[src/rtl/serial_encoder_4x2.sv]
// Sequential 4-to-2 encoder: accepts a 4-bit request word over valid/ready
// and emits the 2-bit index of every set bit, highest index first, one code
// per output handshake. All outputs are decoded from registered state only.
module serial_encoder_4x2 (
    input  logic clk,
    input  logic rst_n,
    input  logic i0,
    input  logic i1,
    input  logic i2,
    input  logic i3,
    input  logic in_valid,
    output logic in_ready,
    output logic o0,
    output logic o1,
    output logic out_valid,
    input  logic out_ready,
    output logic out_last,
    output logic zero_err
);

    typedef enum logic {
        IDLE = 1'b0,
        EMIT = 1'b1
    } state_t;

    state_t     state;
    state_t     state_nxt;
    logic [3:0] pend;
    logic [3:0] pend_nxt;
    logic       zero_err_nxt;
    logic       alive;
    logic [3:0] word;
    logic [1:0] top_idx;
    logic       one_left;

    assign word = {i3, i2, i1, i0};

    // Index of the highest pending bit and whether it is the only one left.
    always_comb begin
        top_idx = 2'd0;
        if (pend[3]) begin
            top_idx = 2'd3;
        end else if (pend[2]) begin
            top_idx = 2'd2;
        end else if (pend[1]) begin
            top_idx = 2'd1;
        end
        one_left = (pend != '0) && ((pend & (pend - 4'd1)) == '0);
    end

    // Output decode from registered state; 'alive' keeps in_ready low during
    // reset and lets it rise only after the first clock following release.
    always_comb begin
        out_valid = (state == EMIT);
        in_ready  = alive && (state == IDLE);
        {o1, o0}  = out_valid ? top_idx : 2'b00;
        out_last  = out_valid && one_left;
    end

    // Next-state: load on a nonzero request, flag zero words, retire one
    // pending bit per output handshake.
    always_comb begin
        state_nxt    = state;
        pend_nxt     = pend;
        zero_err_nxt = 1'b0;
        case (state)
            IDLE: begin
                if (in_valid && in_ready) begin
                    if (word != '0) begin
                        pend_nxt  = word;
                        state_nxt = EMIT;
                    end else begin
                        zero_err_nxt = 1'b1;
                    end
                end
            end
            EMIT: begin
                if (out_ready) begin
                    pend_nxt = pend & ~(4'b0001 << top_idx);
                    if (one_left) begin
                        state_nxt = IDLE;
                    end
                end
            end
            default: state_nxt = IDLE;
        endcase
    end

    // State registers with asynchronous active-low reset.
    always_ff @(posedge clk or negedge rst_n) begin
        if (!rst_n) begin
            state    <= IDLE;
            pend     <= '0;
            zero_err <= 1'b0;
            alive    <= 1'b0;
        end else begin
            state    <= state_nxt;
            pend     <= pend_nxt;
            zero_err <= zero_err_nxt;
            alive    <= 1'b1;
        end
    end

endmodule

[config.mk]
export PLATFORM = sky130hd
export DESIGN_NAME = serial_encoder_4x2
export DESIGN_NICKNAME = d
export VERILOG_FILES = /design/src/rtl/serial_encoder_4x2.sv
export SDC_FILE = /design/constraint.sdc
export NUM_CORES = 1
export LEC_CHECK = 0
export ABC_CLOCK_PERIOD_IN_PS = 2550
export BUFFER_PORTS_ARGS = -buffer_cell sky130_fd_sc_hd__buf_2
export CAP_MARGIN = 20
export CORE_AREA = 5 5 42 44
export CTS_BUF_LIST = sky130_fd_sc_hd__clkbuf_8
export DETAILED_ROUTE_END_ITERATION = 7
export DIE_AREA = 0 0 47 49
export SYNTH_ARGS = -nofsm -noshare
export SYNTH_HDL_FRONTEND = slang
export SYNTH_SLANG_ARGS = --single-unit
[constraint.sdc]
create_clock -name clk -period 2.55 [get_ports clk]
set_input_delay 0.255 -clock clk [delete_from_list [all_inputs] [get_ports clk]]
set_output_delay 0.255 -clock clk [all_outputs]
set_load 0.01 [all_outputs]
==> flow_summary.yaml <==
run_status:
  outcome: "finished, final reports clean"
critical_path:
  rr_worst_depth: 3
  r2r-end: "pend[3]$_DFFE_PN0P_"
  arrival_ps: 1600
  critical-path-max-stage-delay_ps: 540
  crit_path_end_kind: "primary output"
  critical_path_class: "reg2out"
  slowest_stage: "or4b_1"
  crit_fanout: 8
  critPathLaunchType: "flip-flop"
  ff2ff_setup_slack_ps: 1190
  crit_chain: "or4b_1 -> o311ai_1 -> and2_1 -> buf_2"
  crit_start: "pend[3]$_DFFE_PN0P_"
  required_ps: 2300
  r2r-start: "out_valid$_DFF_PN0_"
timing:
  period_share: 0.7293
  finalSetupViolCount: 0
  hold_viol_final: 0
  min_period_ps: 1860
  rsz0062_at_grt: "no"
  fin_skew_ps: 4.211
  slew_violations: 0
  finalWorstSetupSlack_ps: 690.3
  fmax_mhz: 537.7
  tns_ps: 0
synth:
  synth.most_common_cell: "dfrtp_1"
  synth-edff-count: 0
  synth_cell_types: 23
  synth_ff_type: "dfrtp_1"
  ys_seq_area_frac: 0.4416
  yosysWarnings: 0
  yosys.area.top_type: "dfrtp_1"
  avgSynthCellArea_sq_um: 9.916
  syn_area_sq_um: 396.6
  synthTopCellsByArea: "dfrtp_1 (44%), o211ai_1 (7.6%), or4b_1 (5.0%), nand3_1 (3.8%), a22oi_1 (3.8%)"
  syn-instance-count: 40
  synth_fp_nets: 48
  synthArstFlopShare: 1.000
  synth-seq-cells: 7
  synth_top_area_frac: 0.4416
  synth_commonest_cells: "dfrtp_1 (7), o211ai_1 (4), nand2_1 (3), nand3_1 (3)"
global_route:
  antenna_found_initial: 0
  grt_max_degree: 13
  grt_overflow: 0
  grtUsageTotal: 0.09561
  grt_pass1_wl_microns: 1580
  grt_pass1_vias: 347
floorplanning:
  die_area_sq_um: 2303
  start_util: 0.2830
  die_w_microns: 47
  ios: 14
  fp.dieH_microns: 49
  core.rowCount: 14
  core_sq_um: 1401
clocking:
  cts-buffers-inserted: 3
  path_clk_slew_ps: 40
  clk_path_buf_depth: 2
  insertion_delay_ps: 230
  htreeDepth: 1
  postCtsResizedCells: 0
  tritoncts: "yes"
  cts_root_buffer: "clkbuf_8"
  postCtsSetupBuffers: 0
  clkSinkCount: 7
routing:
  vias_per_cell: 5.250
  vias: 378
  drc: 0
  first_pass_iters: 4
  drt_iter0_drc: 9
  wl_microns: 902
  wl_per_cell_microns: 12.53
  ant_nets: 0
min_path:
  min_from: "out_ready"
  min_to: "out_valid$_DFF_PN0_"
  min-delay-path-class: "in2reg"
  whs_path_depth: 2
pwr:
  p_leak_uw: 0.0002413
  power_density_nw_per_um2: 1101
  vdd_drop_max_mv: 0.3913
place:
  place_ws_ps: 915.2
  portBuffers: 13
  routabilityCongestion: 0.7237
layout:
  layout-area-overhead-vs-synth_pct: 32.49
  final_nets: 65
  antennaDiodeCount: 0
  drive_gt1_frac: 0.3036
run:
  max_cap_violations: 0
-- timing repair --
action	4_1_cts	5_1_grt
endpoints found under the setup margin	0	0
hold buffers	1	0
endpoints found under the hold margin	7	0
-- metrics by stage --
| step | power, uW | hold WS [ps] | area [sq um] | std cells | util |
|---|---|---|---|---|---|
| 2_1_floorplan | 363.0 | -40.59 | 396.6 | 40 | - |
| 3_3_place_gp | 428.3 | 95.67 | 470.5 | 67 | 0.3357 |
| 3_5_place_dp | 429.1 | 96.97 | 470.5 | 67 | 0.3357 |
| 4_1_cts | 585.0 | 226.0 | 525.5 | 72 | 0.3750 |
| 5_1_grt | 625.0 | 243.4 | 525.5 | 72 | 0.3750 |
| 6_report | 578.5 | 227.1 | 525.5 | 72 | 0.3750 |
-- per-layer routing --
metal	up-vias	part of all wire	GRT usage
met2	10	0.44	0.1176
met5	-	0	0
li1	187	-	-
met1	176	0.47	0.1298
met3	5	0.058	0.03690
met4	0	0.031	0.06912
-- power breakdown --
group,total [uW],switching (uW),internal [uW],leakage [uW]
clock network,151,47.3,104,0.0000269
logic,211,97.4,113,0.000126
registers,217,68.8,148,0.0000887
-- placed cells by master, fill, tap and decap left out --
cell type      synthesis  routed
nand3_1                3       3
nor4_1                 1       1
o21a_2                 1       1
dlygate4sd3_1          0       1
conb_1                 1       1
and3b_1                1       1
inv_1                  0       1
or4b_1                 2       2
a21oi_1                1       1
a31oi_1                1       1
a32o_1                 1       1
clkbuf_8               0       3
nor2b_1                2       2
nand3b_1               2       2
xnor2_1                1       1
o21a_1                 1       1
a22oi_1                2       2
nand2_1                3       3
or4_1                  1       1
buf_2                  0      13
dfrtp_1                7       7
nor2_1                 1       1
o311ai_1               1       1
o211ai_1               4       4
and2_1                 1       1
-- how the worst max path moves through the flow --
stage / to / slack, ps
after floorplan: out_last / 1050
after global placement: out_last / 950
after detailed placement: out_last / 920
after CTS: out_last / 670
after global routing: out_last / 600
final: out_last / 690
-- area by class of cell --
cell class	instances	area, sq um
fill	149	875.8
multi-input combinational	31	210.2
sequential	7	175.2
timing repair buffer	14	75.07
clock buffer	3	41.29
tap	16	20.02
clock inverter	1	3.754
-- sequential cells by signal (all words and copies together) (netlist names) --
| signal | count |
|---|---|
| alive | 1 |
| zero_err | 1 |
| out_valid | 1 |
| pend | 4 |
-- cells by family (layout without fill, tap and decap cells) --
kind of cell | count (synthesis) | in the layout | share of synthesized area
XOR/XNOR | 1 | 1 | 0.02209
flip-flops | 7 | 7 | 0.4416
AND/OR/NAND/NOR | 17 | 17 | 0.2681
AO/OA/AOI/OAI | 12 | 12 | 0.2303
other | 1 | 1 | 0.009455
buffers and inverters | 2 | 18 | 0.02839
-- critical path: cells and delay by family, from the launching register on --
kind | cells | cell delay (ps)
and+or+nand+nor | 2 | 710
AOI/OAI and AO/OA | 1 | 120
buffers and inverters | 1 | 120
DFF | 1 | 440
Power figures use the tool's default switching activity.
